$ cat src/rtl/bus94_pkg.sv
// Shared types and constants for the bus_arb_94 arbiter/capture slice.
// Source indices follow the mux input order a..d.
package bus94_pkg;

   localparam int WORD_W = 9;

   localparam logic [1:0] SRC_A = 2'd0;
   localparam logic [1:0] SRC_B = 2'd1;
   localparam logic [1:0] SRC_C = 2'd2;
   localparam logic [1:0] SRC_D = 2'd3;

   typedef struct packed {
      logic [1:0]        src;
      logic [WORD_W-1:0] data;
   } fifo_entry_t;

   typedef enum logic {
      ST_IDLE = 1'b0,
      ST_CAPT = 1'b1
   } cap_state_t;

   // FIFO pointers wrap at the configured depth rather than at the 2-bit limit
   function automatic logic [1:0] ptr_inc(input logic [1:0] ptr, input int depth);
      return (int'(ptr) == depth - 1) ? 2'd0 : ptr + 2'd1;
   endfunction

endpackage

$ cat src/rtl/rr_arb4.sv
// Combinational 4-way round-robin pick: the first set request at or above
// the pointer, wrapping modulo 4.
module rr_arb4 (
   input  logic [3:0] i_req,
   input  logic [1:0] i_rr_ptr,
   output logic [1:0] o_winner,
   output logic       o_any
);

   logic [1:0] w_idx;

   // Scan from the farthest offset down so the nearest requester overwrites last
   always_comb begin
      o_winner = i_rr_ptr;
      o_any    = |i_req;
      w_idx    = '0;
      for (int k = 3; k >= 0; k--) begin
         w_idx = i_rr_ptr + 2'(k);
         if (i_req[w_idx]) o_winner = w_idx;
      end
   end

endmodule

$ cat src/rtl/bus_arb_94.sv
// Round-robin arbiter driving the 4-input source mux, plus a capture FIFO that
// tags each captured mux word with the index of the requester that won it.
module bus_arb_94
   import bus94_pkg::*;
#(
   parameter int WIDTH = WORD_W,
   parameter int DEPTH = 2
) (
   input  logic             clk,
   input  logic             reset_n,
   input  logic [3:0]       req,
   output logic [3:0]       gnt,
   output logic [1:0]       mux_sel,
   output logic             mux_reset,
   input  logic [WIDTH-1:0] mux_y,
   output logic [WIDTH-1:0] out_data,
   output logic [1:0]       out_src,
   output logic             out_valid,
   input  logic             out_ready
);

   cap_state_t  r_state;
   cap_state_t  w_state_next;

   logic [1:0]  r_rr_ptr;
   logic [1:0]  r_cap_src;
   logic [1:0]  r_mux_sel;
   logic        r_mux_reset;

   fifo_entry_t r_mem [4];
   fifo_entry_t r_out;
   logic [1:0]  r_rd_ptr;
   logic [1:0]  r_wr_ptr;
   logic [2:0]  r_count;

   logic [1:0]  w_winner;
   logic        w_any;
   logic        w_push;
   logic        w_pop;
   logic        w_space_ok;
   logic        w_grant;
   logic [1:0]  w_rd_next;
   logic [2:0]  w_count_next;
   fifo_entry_t w_push_entry;
   fifo_entry_t w_head_next;

   rr_arb4 u_rr_arb4 (
      .i_req    (req),
      .i_rr_ptr (r_rr_ptr),
      .o_winner (w_winner),
      .o_any    (w_any)
   );

   assign w_push       = (r_state == ST_CAPT);
   assign w_pop        = out_valid && out_ready;
   assign w_space_ok   = (({1'b0, r_count} + 4'(w_push)) - 4'(w_pop)) < 4'(DEPTH);
   assign w_grant      = reset_n && w_any && w_space_ok;
   assign w_rd_next    = w_pop ? ptr_inc(r_rd_ptr, DEPTH) : r_rd_ptr;
   assign w_count_next = (r_count + 3'(w_push)) - 3'(w_pop);
   assign w_push_entry = '{src: r_cap_src, data: mux_y};

   assign gnt       = w_grant ? (4'b0001 << w_winner) : 4'b0000;
   assign mux_sel   = r_mux_sel;
   assign mux_reset = r_mux_reset;
   assign out_valid = (r_count != 3'd0);
   assign out_data  = r_out.data;
   assign out_src   = r_out.src;

   // Capture state register: a grant always schedules a capture on the following edge
   always_ff @(posedge clk or negedge reset_n) begin
      if (!reset_n) r_state <= ST_IDLE;
      else          r_state <= w_state_next;
   end

   always_comb begin
      w_state_next = r_state;
      case (r_state)
         ST_IDLE: if (w_grant) w_state_next = ST_CAPT;
         ST_CAPT: if (!w_grant) w_state_next = ST_IDLE;
         default: w_state_next = ST_IDLE;
      endcase
   end

   // Head register follows the post-update head; a word pushed into an empty
   // FIFO (or one that empties this edge) goes straight through to the output
   always_comb begin
      w_head_next = r_out;
      if (w_count_next != 3'd0) begin
         if (w_push && (w_rd_next == r_wr_ptr)) w_head_next = w_push_entry;
         else                                   w_head_next = r_mem[w_rd_next];
      end
   end

   // Mux control: select is held between grants, reset re-asserts when idle
   always_ff @(posedge clk or negedge reset_n) begin
      if (!reset_n) begin
         r_mux_sel   <= 2'd0;
         r_mux_reset <= 1'b1;
         r_cap_src   <= 2'd0;
         r_rr_ptr    <= 2'd0;
      end else if (w_grant) begin
         r_mux_sel   <= w_winner;
         r_mux_reset <= 1'b0;
         r_cap_src   <= w_winner;
         r_rr_ptr    <= w_winner + 2'd1;
      end else begin
         r_mux_reset <= 1'b1;
      end
   end

   always_ff @(posedge clk or negedge reset_n) begin
      if (!reset_n) begin
         for (int i = 0; i < 4; i++) r_mem[i] <= '0;
         r_out    <= '0;
         r_rd_ptr <= 2'd0;
         r_wr_ptr <= 2'd0;
         r_count  <= 3'd0;
      end else begin
         if (w_push) begin
            r_mem[r_wr_ptr] <= w_push_entry;
            r_wr_ptr        <= ptr_inc(r_wr_ptr, DEPTH);
         end
         r_rd_ptr <= w_rd_next;
         r_count  <= w_count_next;
         r_out    <= w_head_next;
      end
   end

endmodule

$ cat config.mk
export PLATFORM = sky130hd
export DESIGN_NAME = bus_arb_94
export DESIGN_NICKNAME = d
export VERILOG_FILES = /design/src/rtl/bus94_pkg.sv /design/src/rtl/rr_arb4.sv /design/src/rtl/bus_arb_94.sv
export SDC_FILE = /design/constraint.sdc
export NUM_CORES = 1
export LEC_CHECK = 0
export CAP_MARGIN = 20
export CELL_PAD_IN_SITES_DETAIL_PLACEMENT = 0
export CELL_PAD_IN_SITES_GLOBAL_PLACEMENT = 2
export CORE_MARGIN = 2
export CORE_UTILIZATION = 35
export CTS_CLUSTER_DIAMETER = 200
export DETAILED_ROUTE_END_ITERATION = 10
export MAX_ROUTING_LAYER = met4
export PLACE_DENSITY_LB_ADDON = 0.08
export SYNTH_ARGS = -nofsm -noshare
export SYNTH_HDL_FRONTEND = slang
export SYNTH_SLANG_ARGS = --single-unit
export TNS_END_PERCENT = 10
$ cat constraint.sdc
create_clock -name clk -period 3.6 [get_ports clk]
set_input_delay 0.54 -clock clk [delete_from_list [all_inputs] [get_ports clk]]
set_output_delay 0.54 -clock clk [all_outputs]
set_load 0.02 [all_outputs]
---- Word level (Yosys, flattened, before mapping) ----
Index checks and enable logic that the tools add are counted.
word-level totals
  bits in registers ....................... 68
  bits of input ports ..................... 16
  output and inout bits ................... 19
operators by class
  add/sub/neg operators ................... 10
  $lt $le $gt $ge ......................... 8
  equal/unequal tests ..................... 3
  shift-type cells ........................ 1
  muxes and demuxes ....................... 25
  bitwise logic cells ..................... 2
  reduce and logical (&&, ||, !) cells .... 8
operators with widths
  cell                                                                          number
  44-bit bitwise mux                                                            1
  11-bit 2-to-1 mux                                                             4
  11-bit binary-select mux with 2-bit select                                    1
  11-bit demux with 2-bit select                                                1
  2-bit 2-to-1 mux                                                              7
  2-bit by 3-bit less-than comparator with 1-bit output, second input constant  4
  2-bit by 1-bit adder with 2-bit output, second input constant                 4
  1-bit binary-select mux with 2-bit select                                     4
  3-bit >= comparator, second input constant                                    2
  1-bit 2-to-1 mux                                                              6
  2-bit inverter with 3-bit output                                              2
  3-bit nonzero test                                                            2
  1-bit logical AND                                                             5
  2-bit adder, second input constant                                            2
  3-bit by 1-bit adder with 4-bit output                                        1
  2-bit equality test, second input constant                                    2
  4-bit by 2-bit less-than comparator with 1-bit output, second input constant  1
  4-bit 2-to-1 mux                                                              1
  4-bit OR reduction                                                            1
  1-bit by 2-bit left shift with 4-bit output, first input constant             1
  4-bit by 1-bit subtractor with 4-bit output                                   1
  3-bit by 1-bit adder with 3-bit output                                        1
  3-bit by 1-bit less-than comparator with 1-bit output, second input constant  1
  3-bit by 1-bit subtractor with 3-bit output                                   1
  2-bit equality test                                                           1

---- Depth between registers and ports, before layout ----
Gate-level depths: netlist of run 1.
  depth in word-level cells ............... 9
  depth in mapped cells ................... 12
  mapped depth without buffers ............ 11

---- Modules after synthesis ----
Synthesis of run 1 repeated with hierarchy kept, for this count alone.
second synthesis, totals
  cell total of the unflattened synthesis .. 257
  area total of the unflattened synthesis .. 3286.9 µm²
by module, submodules not included
  module      times used  cells an instance  area an instance (µm²)  sequential area each (µm²)
  bus_arb_94  1           241                3186.8                  1702.9
  rr_arb4     1           16                 100.1                   0.0

---- Worst setup path after synthesis of run 1 ----
No wires, ideal clock.
  kind .................................... register to output
  start point ............................. register r_count[1]
  end point ............................... output port gnt[0]
  arrival time ............................ 2503 ps
  data required time ...................... 3060 ps
  path slack .............................. 557 ps
  cell stages (with the launch flop) ...... 12
  path buffers ............................ 0
  cell sequence ........................... dfrtp_1 > o31a_2 > ha_1 > inv_1 > ha_1 > inv_1 > fa_1 > inv_1 > nor3_1 > nand3_1 > inv_2 > and2_1
between the ends
  word-level cells in the longest chain between the ends .. 6
  elaborated cells between the ends (all ways) .. 7
ends and longest elaborated chain
  item                                                                            RTL line           RTL
  start: declaration                                                              bus_arb_94.sv:34   logic [2:0] r_count;
  start signal: assignment                                                        bus_arb_94.sv:124  r_count <= w_count_next;
  branches (longest 2 deep; another with 3-bit by 1-bit adder with 4-bit output)  --
  4-bit by 1-bit subtractor with 4-bit output *                                   bus_arb_94.sv:56   assign w_space_ok = (({1'b0, r_count} + 4'(w_push)) - 4'(w_pop)) < 4'(DEPTH);
  4-bit by 2-bit less-than comparator with 1-bit output *                         bus_arb_94.sv:56
  1-bit logical AND *                                                             bus_arb_94.sv:57   assign w_grant = reset_n && w_any && w_space_ok;
  named net w_grant                                                               bus_arb_94.sv:41   logic w_grant;
  4-bit 2-to-1 mux *                                                              bus_arb_94.sv:62   assign gnt = w_grant ? (4'b0001 << w_winner) : 4'b0000;
  end: declaration                                                                bus_arb_94.sv:12   output logic [3:0] gnt,
Mark *: on every way through the listed nets, which the timed path passes.

---- Worst setup path after layout of run 1 ----
  start point ............................. input port out_ready
  end point ............................... output port gnt[0]
between the ends
  word-level cells in the longest chain between the ends .. 5
ends and longest elaborated chain
  item                                                   RTL line          RTL
  start: declaration                                     bus_arb_94.sv:19  input logic out_ready
  1-bit logical AND                                      bus_arb_94.sv:55  assign w_pop = out_valid && out_ready;
  4-bit by 1-bit subtractor with 4-bit output            bus_arb_94.sv:56
  4-bit by 2-bit less-than comparator with 1-bit output  bus_arb_94.sv:56
  1-bit logical AND                                      bus_arb_94.sv:57
  named net w_grant                                      bus_arb_94.sv:41
  4-bit 2-to-1 mux                                       bus_arb_94.sv:62
The timed path passes the listed nets, and every way through them passes these cells.

==> run summary, run 1 <==
The area of the core region came out at 9153 sq um. The gate count after technology mapping came out at 247. The number of buffers created by CTS is 9.

The mapped netlist covers 3279 sq um. The initial antenna violation count was 0. The CTS sink count is 68. The overall routing resource usage came out at about 16%. The total detailed-routing wirelength is 7036 um. The setup violation total in the final timing report came out at 0. The synthesized netlist net count is about 270. The share of synthesized flip-flops with an asynchronous set or reset is 100.0%. Once placement finished, the instance area stood at 3790 sq um. Summed over all instances, the cell type with the most area after synthesis is sky130_fd_sc_hd__dfrtp_1. At the end of the flow, the number of nets in the layout was 318. The worst setup margin is 0.1848 ns.

TritonCTS built the clock tree. The sequential area share after synthesis came out at 51.93%. The shortest clock period the worst path allows after layout is 3.415 ns. The height of the die is roughly 100 um. The global routing usage on met2 came out at 22.56%. The library cell appearing most often on the critical path is sky130_fd_sc_hd__inv_1.

The estimated wirelength of the detail-placed design is 4406 um. The basic-gate share of the synthesized area counting and, or, nand and nor cells is 5.685%. The peak supply drop came out at 0.0003786 V. The fraction of final layout cells sized beyond drive strength 1 came out at 25.93%. The number of detailed-routing iterations run before antenna repair came out at 4. After synthesis, the cell types taking the most area are sky130_fd_sc_hd__dfrtp_1, sky130_fd_sc_hd__mux2_2, sky130_fd_sc_hd__mux2i_1. The die width came out at 100.8 um. The die outline area came out at 10160 sq um. In this run the number of H-tree levels came out at 3. The global-route met3 utilization came out at between 4 and 5%. The final count of pins violating max slew is 0. The first-pass GRT wire length is 11640 um. The cell at the slowest stage of the critical path is sky130_fd_sc_hd__fa_1. The area growth from synthesis to layout is 20.72%. Entering global routing, the biggest net connects 69 pins.

After synthesis, the netlist uses 40 different library cells. The summed negative setup slack over all endpoints came out at 0 ns. The class of the tightest hold or removal check is primary input to asynchronous set/reset pin.

The final routed DRC violation total came out at 0. Leaving out fill and tap cells, the most frequent cells in the layout are sky130_fd_sc_hd__dfrtp_1, sky130_fd_sc_hd__mux2_2, sky130_fd_sc_hd__mux2i_1. In this run the power density over the cells is 885.7 nW/um^2.

The overall overflow remaining after global route came out at 0. The total number of yosys warnings came out at 0. The portion of the clock cycle consumed by the worst path in the final layout came out at 94.87%.

The average instance area after synthesis is 13.28 sq um. The total power draw is 3.506 mW. The clock skew came out at 0.009398 ns. The count of final hold-check violations is 0. The via count of the first global-routing pass was roughly 2100. The area fraction of the dominant cell type after synthesis came out at roughly half. The data arrival time of the worst path came out at 2.88 ns. The post-synthesis mux area share came out at 26.52%.

The post-route antenna net violation count is 0. The parity-gate share of the synthesized area counting xor and xnor cells is under 10%. The effective utilization at floorplan came out at 35.83%.

Row generation in the floorplan step produced 35 rows. The capturing element type of the critical path is a primary output. The area share of fa/ha/maj cells after synthesis came out at approximately 3.7%. The static leakage came out at 1.797 nW. The largest single stage delay on the critical path is ~0.48 ns. For the worst-skew pair, the clock arrives at the later sink with an insertion delay of 0.34 ns.

The clock transition at the registers of the reported paths came out at 0.07 ns. After synthesis, the largest family of logic cells by area is multiplexers. The number of input and output port buffers inserted came out at 34. The compound-cell area share of the yosys netlist is 6.562%. The primary flip-flop cell chosen by synthesis mapping is sky130_fd_sc_hd__dfrtp_1. The transition time at the pin with the least slew margin is 0.8836 ns.

After routing the design area is 3959 sq um. The worst setup path is launched from a primary input. Leaving out fill and tap cells, the most frequent cell in the layout is sky130_fd_sc_hd__dfrtp_1.

The number of maximum-capacitance constraint violations came out at 0. The most utilized layer in the global route result is met2. The final antenna diode count came out at 0.

Counting tap cells, the placed design contains a total of 392 instances. In this run, synthesis inferred 0 flip-flops with an integrated enable. The tree is rooted in a sky130_fd_sc_hd__clkbuf_8. The number of synthesized register bits is 68. Before CTS, the worst setup slack after placement is -0.2943 ns. The detailed router finished its first iteration with 85 violations. The global placer's final weighted congestion came out at between 0.7 and 0.8. The critical path is of the primary input to primary output type.

The routed length per instance came out at 17.25 um. The worst-case clock buffer depth came out at 2. Using the TritonRoute via totals, the vias-per-cell ratio works out to 5.049. The worst relative slew slack is 41.10%. The run finished with clean final reports.

The total via count after detailed routing came out at 2060. The number of placed I/O pins came out at 35. The fraction of met1 tracks used by global routing is 22.25%.

The signal on the critical path passes through clkdlybuf4s50_1 -> o31a_2 -> ha_1 -> inv_1 -> ha_1 -> inv_1 -> fa_1 -> inv_1 -> nor3_2 -> nand3_2 -> inv_2 -> and2_1 -> buf_2. Along the worst path, the maximum fanout reaches 5. Leaving out filler cells and counting taps, the final layout contains just over 400. Derived from the worst setup path, the maximum achievable clock frequency is 0.2928 GHz. The required time of the critical path came out at 3.06 ns.
path summary, 6_finish.rpt:
kind / startpoint / endpoint / slack (ns) / depth (start not counted)
setup / recovery: out_ready / gnt[0] / 0.18 / 13
hold / removal: reset_n / r_count[0]$_DFF_PN0_ / 0.44 / 2
setup reg to reg: r_count[1]$_DFF_PN0_ / out_data[4]$_DFFE_PN0P_ / 0.37 / 13
hold reg to reg: r_mem[33]$_DFFE_PN0P_ / r_mem[33]$_DFFE_PN0P_ / 0.49 / 1
max in group asynchronous: reset_n / r_rr_ptr[1]$_DFFE_PN0P_ / 2.57 / 2
min in group clk: reset_n / mux_reset$_DFF_PN1_ / 0.44 / 2
synth_stat cells, drive strengths merged (2+ instances only):
cell type / n
a21oi: 5
a221o: 10
and2: 15
buf: 5
clkbuf: 7
dfrtp: 67
ha: 8
inv: 14
mux2: 47
mux2i: 34
nand3: 3
nand3b: 2
nor2: 3
nor3: 2
xnor2: 3
xor2: 3
repair_timing:
| action | 4_1_cts | 5_1_grt |
|---|---|---|
| pin swaps | 0 | 1 |
| hold buffers | 0 | 0 |
| cloned | 0 | 0 |
| setup endpoints to repair | 4 | 4 |
| setup buffers | 0 | 1 |
| resized for setup | 12 | 7 |
worst max-delay path, delay by kind of cell:
family                     cells  cell delay, ns
buffers and inverters          6            0.90
AOI/OAI and AO/OA              1            0.14
and+or+nand+nor                3            0.44
adders and majority gates      3            0.86
cells by family after synthesis:
| group | count (synthesis) |
|---|---|
| compound gates | 26 |
| simple gates | 31 |
| xor+xnor | 6 |
| fa+ha+maj | 9 |
| mux | 81 |
| flops | 68 |
| buf+inv | 26 |
power breakdown:
part	internal, mW	total [mW]	switching [mW]
Combinational	0.899	1.73	0.827
Sequential	1.04	1.22	0.173
Clock	0.283	0.564	0.282
Total	2.23	3.51	1.28
stage by stage:
step	hold slack (ns)	utilization (%)
floorplan	0.2444	-
global placement	0.4686	41.41
detailed placement	0.4747	41.41
CTS	0.4551	43.31
global route	0.4305	43.25
finish	0.4444	43.25
area by class of cell:
type	count	area (sq um)
Fill cell	837	5194
Inverter	14	52.55
Multi-Input combinational cell	153	1480
Tap cell	111	138.9
Clock inverter	2	10.01
Timing Repair Buffer	47	415.4
Clock buffer	13	158.9
Sequential cell	68	1703
per-layer routing:
layer | vias up | share of wire [%] | routed length [um]
met5 | - | 0 | 0
li1 | 974 | - | -
met4 | 0 | 0.51 | 36
met3 | 4 | 3.6 | 255
met1 | 1047 | 51 | 3561
met2 | 35 | 45 | 3182
flip-flops by register name, indices dropped and copies added (netlist names), 2 cells and up:
register,count
r_wr_ptr,2
out_src,2
mux_sel,2
r_rd_ptr,2
r_rr_ptr,2
r_mem,44
r_count,3
out_data,9
Power figures use the tool's default switching activity.
==> run 2: changes to the inputs <==
--- a/config.mk
+++ b/config.mk
@@ -14,6 +14,7 @@
 export DETAILED_ROUTE_END_ITERATION = 10
 export MAX_ROUTING_LAYER = met4
 export PLACE_DENSITY_LB_ADDON = 0.08
+export SKIP_CTS_REPAIR_TIMING = 1
 export SYNTH_ARGS = -nofsm -noshare
 export SYNTH_HDL_FRONTEND = slang
 export SYNTH_SLANG_ARGS = --single-unit
==> run 2 against run 1 <==
Routed wire length about the same. Maximum frequency is essentially flat. Sequential power is essentially flat. Clock power about the same.
==> run summary, run 2 (synthesized netlist as in run 1, its figures left out) <==
The total detailed-routing wirelength is between 7000 and 8000 um. The via-per-instance ratio is 5.049. The count of final hold-check violations was 0. The number of maximum-capacitance constraint violations is 0. The die outline area came out at 10160 sq um. The endpoint of the most critical register-to-register path is out_data[4]$_DFFE_PN0P_. Broken down by cell family, the worst path's largest delay share belongs to buffers and inverters.

The critical-path maximum fanout came out at 5. In this design, the critical path's most frequently occurring cell is sky130_fd_sc_hd__inv_1. The estimated wirelength of the detail-placed design is 4406 um.

Entering global routing, the biggest net connects 69 pins. The CTS sink count came out at around 70. The wire length on met2 is 3182 um. Among all stages on the critical path, the largest delay is contributed by sky130_fd_sc_hd__fa_1. The number of buffers created by CTS came out at 9. The worst setup margin is 0.1830 ns. The switching power came out at 1.281 mW. In this run the top signal layer used is met4. The startpoint class of the critical path is a primary input. The data arrival time of the worst path is 2.88 ns. The register with the most flip-flops in the final layout is r_mem. The final count of pins violating max slew is 0. The power density over the cells came out at 885.7 nW/um^2. The height of the die is 100.8 um.

For flop-to-flop paths, the worst setup slack is around 0.37 ns. The first global-routing pass estimated 11640 um of wire. The TritonCTS clock tree is built. The count of nets left with antenna violations once routing finished came out at 0. The sequential cells in the finished layout cover a total of roughly 1700 sq um. The initial antenna violation count came out at 0. After floorplanning, the core was divided into 35 placement rows. The transition time at the pin with the least slew margin is 0.8836 ns. The worst reg2reg path depth is 13. The shortest clock period the worst path allows after layout came out at 3.417 ns. In the global route stage, overall resource usage came out at 15.84%. The relative contribution of sequential cells to total power came out at 34.7%. The die width is about 100 um. The worst-case clock buffer depth came out at 2. The proportion of power drawn by the clock network came out at 16.1%. The clock transition at the registers of the reported paths came out at 0.07 ns. The worst path buffer plus inverter count came out at 6.

The required time of the critical path is 3.06 ns. After detailed routing, the average wire length per cell comes to 17.24 um. The delay of the slowest cell on the worst path came out at 0.48 ns. The overall overflow remaining after global route is 0. The final routed DRC violation total is 0. The signal on the critical path passes through clkdlybuf4s50_1 -> o31a_2 -> ha_1 -> inv_1 -> ha_1 -> inv_1 -> fa_1 -> inv_1 -> nor3_2 -> nand3_2 -> inv_2 -> and2_1 -> clkbuf_2. The fraction of power consumed by combinational cells is around half. The total power draw is 3.506 mW.

Leaving out fill and tap cells, the most frequent cells in the layout are sky130_fd_sc_hd__dfrtp_1, sky130_fd_sc_hd__mux2_2, sky130_fd_sc_hd__mux2i_1. The multi-input gate area in the final layout is roughly 1500 sq um. The DRC marker count from the first detailed-route iteration came out at 85. The number of antenna diodes in the final layout is 0. In the final design database the tool counted 318 nets.

Buffers placed on the I/O ports in this run total 34. The flow ran to the end, and the final reports show no timing, DRC or antenna violations. The area growth from synthesis to layout is 20.72%.

The number of detailed-routing iterations run before antenna repair came out at 4. The effective utilization at floorplan is 35.83%. The peak supply drop came out at 0.0003786 V. The met1 wire length is 3560 um.

The critical register-to-register path startpoint is r_count[1]$_DFF_PN0_. The setup violation total in the final timing report is 0. The pre-CTS setup slack is -0.2943 ns. Cell internal power was estimated by the tool at 2.225 mW. Across all layers, the routed design uses approximately 2000 vias. The worst hold path belongs to the class primary input to asynchronous set/reset pin. The number of filler cells placed in the layout came out at 837. The most common library cell in the layout ignoring fill and taps is sky130_fd_sc_hd__dfrtp_1. In this run switching power makes up between 30% and 40% of total power. The flip-flop count of the largest register, all copies and words added came out at 44. The worst relative slew slack came out at 41.10%. Summed over all cells, the static leakage comes to 1.796 nW. The later pin in the worst-skew pair is clocked with a latency of 0.34 ns. The global placer's final weighted congestion is 0.7143. The via count of the first global-routing pass is 2101. The critical path in this run is classified as primary input to primary output. The maximum clock frequency is 0.2927 GHz. The total area inside the core boundary comes to 9153 sq um. The clock skew came out at 0.009398 ns. For this design the top-level I/O count stands at 35. The master cell of the clock root buffer is sky130_fd_sc_hd__clkbuf_8.

The portion of the clock cycle consumed by the worst path in the final layout is 94.92%. The worst setup path is captured at a primary output. The H-tree depth is 3. The routed length on met3 is 256 um. The fraction of final layout cells sized beyond drive strength 1 came out at about a quarter.
run 2: cell types whose count changed in the layout (fill, tap and decap cells not counted), sizes merged:
cell / delta
buf: -1
clkbuf: +1
run 2: worst max path at each step:
stage	start	to	slack [ns]	depth (start not counted)
after CTS	r_count[2]$_DFF_PN0_	gnt[0]	-0.32	12
final	out_ready	gnt[2]	0.18	13
after detailed placement	out_ready	gnt[0]	-0.29	13
after floorplan	r_count[1]$_DFF_PN0_	gnt[0]	0.56	11
after global routing	out_ready	gnt[0]	-0.02	13
after global placement	out_ready	gnt[1]	-0.25	13
run 2: layout make-up:
class	instances	share of cell area, %
Clock inverter	2	0.2528
Sequential cell	68	43.02
Inverter	14	1.327
Clock buffer	13	4.014
Multi-Input combinational cell	153	37.39
Timing Repair Buffer	47	10.49
Tap cell	111	3.508
run 2: power by group through the flow:
| stage | registers [mW] | clock network, mW | logic [mW] |
|---|---|---|---|
| final | 1.22 | 0.564 | 1.73 |
| after floorplan | 1.27 | 0 | 1.09 |
| after global placement | 1.23 | 0 | 1.72 |
| after global routing | 1.25 | 0.620 | 1.92 |
| after detailed placement | 1.23 | 0 | 1.73 |
| after CTS | 1.22 | 0.589 | 1.74 |
run 2: through the flow:
step           setup TNS, ns  instance area (sq um)  utilization, %  cells  hold WS [ns]
2_1_floorplan              0                   3279               -    247        0.2444
3_3_place_gp          -1.053                   3790           41.41    392        0.4686
3_5_place_dp          -1.525                   3790           41.41    392        0.4747
4_1_cts               -1.262                   3959           43.25    407        0.4551
5_1_grt             -0.04994                   3959           43.25    408        0.4305
6_report                   0                   3959           43.25    408        0.4444
run 2: routing by layer:
| metal | up-vias | track usage (%) |
|---|---|---|
| li1 | 974 | - |
| met1 | 1047 | 22.25 |
| met2 | 35 | 22.56 |
| met3 | 4 | 4.646 |
| met4 | 0 | 3.793 |
| met5 | - | - |
==> run 3: changes to the inputs <==
--- a/config.mk
+++ b/config.mk
@@ -5,7 +5,7 @@
 export SDC_FILE = /design/constraint.sdc
 export NUM_CORES = 1
 export LEC_CHECK = 0
-export CAP_MARGIN = 20
+export CAP_MARGIN = 0
 export CELL_PAD_IN_SITES_DETAIL_PLACEMENT = 0
 export CELL_PAD_IN_SITES_GLOBAL_PLACEMENT = 2
 export CORE_MARGIN = 2
@@ -13,7 +13,7 @@
 export CTS_CLUSTER_DIAMETER = 200
 export DETAILED_ROUTE_END_ITERATION = 10
 export MAX_ROUTING_LAYER = met4
-export PLACE_DENSITY_LB_ADDON = 0.08
+export PLACE_DENSITY = 0.81
 export SKIP_CTS_REPAIR_TIMING = 1
 export SYNTH_ARGS = -nofsm -noshare
 export SYNTH_HDL_FRONTEND = slang
==> run 3 against run 2 <==
Final cell count is 1.2% higher. Cell area increased by 1.3%. Non-clock buffer count increased by 4. Routed wire length fell by 5.1%. Total power rose by 1.9%. Combinational power barely moved. Clock skew shrank 0.0022 ns. Sequential share of layout area decreased by 0.54 points. Sequential power is essentially flat. Largest power group unchanged. Clock power grew 12%. Critical path depth did not move. Largest cell class unchanged. Sequential cell count stayed put.
==> run summary, run 3 (synthesized netlist as in run 1, its figures left out) <==
Traced cell by cell, the critical path runs through clkdlybuf4s50_1 -> o31a_2 -> ha_1 -> inv_1 -> ha_1 -> inv_1 -> fa_1 -> inv_1 -> nor3_1 -> nand3_1 -> inv_2 -> and2_1 -> clkbuf_2. The final count of pins violating max slew came out at 0. The number of placed instances, taps included came out at 397. The portion of the clock cycle consumed by the worst path in the final layout came out at 94.90%.

By startpoint and endpoint, the worst setup path is classified as primary input to primary output. In the layout the commonest cells are sky130_fd_sc_hd__dfrtp_1, sky130_fd_sc_hd__mux2_2, sky130_fd_sc_hd__mux2i_1. In this run, the number of DRC markers left after iteration 0 of detailed routing was 81. Summed over all layers, the global routing overflow is 0. The worst relative slew slack is 52.11%.

The floorplan step set the die height to a little over 100 um. Counting the buffers created by CTS gives 9. The CTS sink count is 68. The delay of the slowest cell on the worst path came out at 0.48 ns. The setup violation total in the final timing report came out at 0. The global placer's final weighted congestion came out at 0.8093. The critical path contains buffers and inverters numbering 6 combined. The fraction of final layout cells sized beyond drive strength 1 came out at 27.15%.

The die covers around 10000 sq um. The via count of the first global-routing pass came to 2092. The total power draw is 3.574 mW.

The critical-path maximum fanout came out at 5. The clock transition at the registers of the reported paths came out at 0.07 ns. The count of placed standard cells in the final layout, fillers left out came out at a little over 400. The region available for standard cell placement spans approximately 9200 sq um. The power density over the cells came out at 891.6 nW/um^2. Input and output buffers added on the ports amount to 34.

The clock period could shrink to 3.416 ns. Pin placement for this block handled 35 I/O pins. The maximum number of pins on one net before global-route repair came out at 50.

The register with the most flip-flops in the layout has 44 of them. In this run the worst hold path is classified as primary input to asynchronous set/reset pin. The startpoint class of the critical path is a primary input.

The die width came out at 100.8 um. On the critical path, the stage with the largest delay is an instance of sky130_fd_sc_hd__fa_1. Setup repair after global routing left no endpoint under its margin. The overall routing resource usage came out at 14.86%.

The routed design has 6675 um of wire. The number of detailed-routing iterations run before antenna repair is 4. The static leakage is 1.822 nW. Derived from the worst setup path, the maximum achievable clock frequency is 0.2927 GHz. At the later pin of the worst-skew pair, clock insertion delay measures 0.34 ns.

The number of maximum-capacitance constraint violations is 0. The final net count came out at ~320. The count of final hold-check violations is 0. On the critical path the largest part of the delay comes from buffers and inverters. Counting flops per register, the top entry is r_mem. The peak supply drop came out at 0.0003288 V. The setup slack of the most critical reg-to-reg path is 0.45 ns. The capturing element type of the critical path is a primary output. After floorplanning, the core was divided into 35 placement rows. The post-route antenna net violation count is 0. The final routed DRC violation total came out at 0. The repair_antennas step left the layout with diodes totalling 0. The required time of the critical path is 3.06 ns.

The total via count after detailed routing came out at 2056. Using the TritonRoute via totals, the vias-per-cell ratio works out to 4.978. The initial antenna violation count came out at 0. The area growth from synthesis to layout came out at 22.24%. The most common library cell in the layout ignoring fill and taps is sky130_fd_sc_hd__dfrtp_1. In this run the deepest clock path goes through 2 buffers. The data arrival time of the worst path came out at 2.88 ns. At the pin with the least slew margin, the transition time is roughly 0.72 ns. The clock skew came out at 0.007151 ns. The library cell appearing most often on the critical path is sky130_fd_sc_hd__inv_1.

The estimated wirelength of the detail-placed design is 4360 um. Across the whole layout, storage elements account for 1703 sq um. The run finished with clean final reports. TritonCTS built the clock tree.

The routed length per instance came out at 16.16 um. The multi-input gate area in the final layout is around 1500 sq um. The first-pass GRT wire length came out at around 11000 um. The effective utilization at floorplan came out at 35.83%.

The number of filler cells placed in the layout is 835. CTS placed an instance of sky130_fd_sc_hd__clkbuf_8 at the clock tree root. The H-tree depth came out at 3.
## run 3: cell types whose count changed in the layout (fill, tap and decap cells not counted), sizes merged
cell and delta:
bufinv +1, buf +1, clkinvlp +2, clkinv +1
## run 3: per-stage QoR
stage	setup TNS, ns	cell area [sq um]	util, %	worst slack, ns	hold slack [ns]
floorplan	0	3279	-	0.5573	0.2444
global placement	-0.8846	3827	41.82	-0.2219	0.4662
detailed placement	-1.072	3827	41.82	-0.2723	0.4786
CTS	-1.102	4029	44.02	-0.2799	0.2333
global route	0	4009	43.80	0.01518	0.2328
finish	0	4009	43.80	0.1837	0.2270
## run 3: worst paths after layout
check / start / end / cells after the start
worst max-delay path: out_ready / gnt[0] / 13
worst min-delay path: reset_n / out_data[5]$_DFFE_PN0P_ / 2
worst max register to register: r_count[1]$_DFF_PN0_ / out_data[1]$_DFFE_PN0P_ / 13
worst min register to register: r_mem[43]$_DFFE_PN0P_ / r_mem[43]$_DFFE_PN0P_ / 1
max in group asynchronous: reset_n / r_rr_ptr[1]$_DFFE_PN0P_ / 3
min in group clk: reset_n / mux_reset$_DFF_PN1_ / 2
## run 3: layout make-up
cell class                      instances  area share (%)
Sequential cell                        68           42.48
Tap cell                              111           3.464
Clock buffer                           10           3.433
Multi-Input combinational cell        153           36.67
Inverter                               14           1.311
Timing Repair Buffer                   51           11.05
Clock inverter                          6           1.592
## run 3: metal layers
metal  share of wire [%]  routed length [um]  global-route usage (%)
met1                  48                3211                   19.38
met2                  48                3210                   22.67
met3                 2.0                 134                   2.288
met4                 1.8                 119                   7.271
met5                   0                   0                       -
## run 3: power by group
| group | internal, mW | switching [mW] | leakage, nW |
|---|---|---|---|
| combinational | 0.907 | 0.823 | 0.899 |
| clock | 0.337 | 0.296 | 0.0983 |
| sequential | 1.04 | 0.168 | 0.825 |
| total | 2.29 | 1.29 | 1.82 |
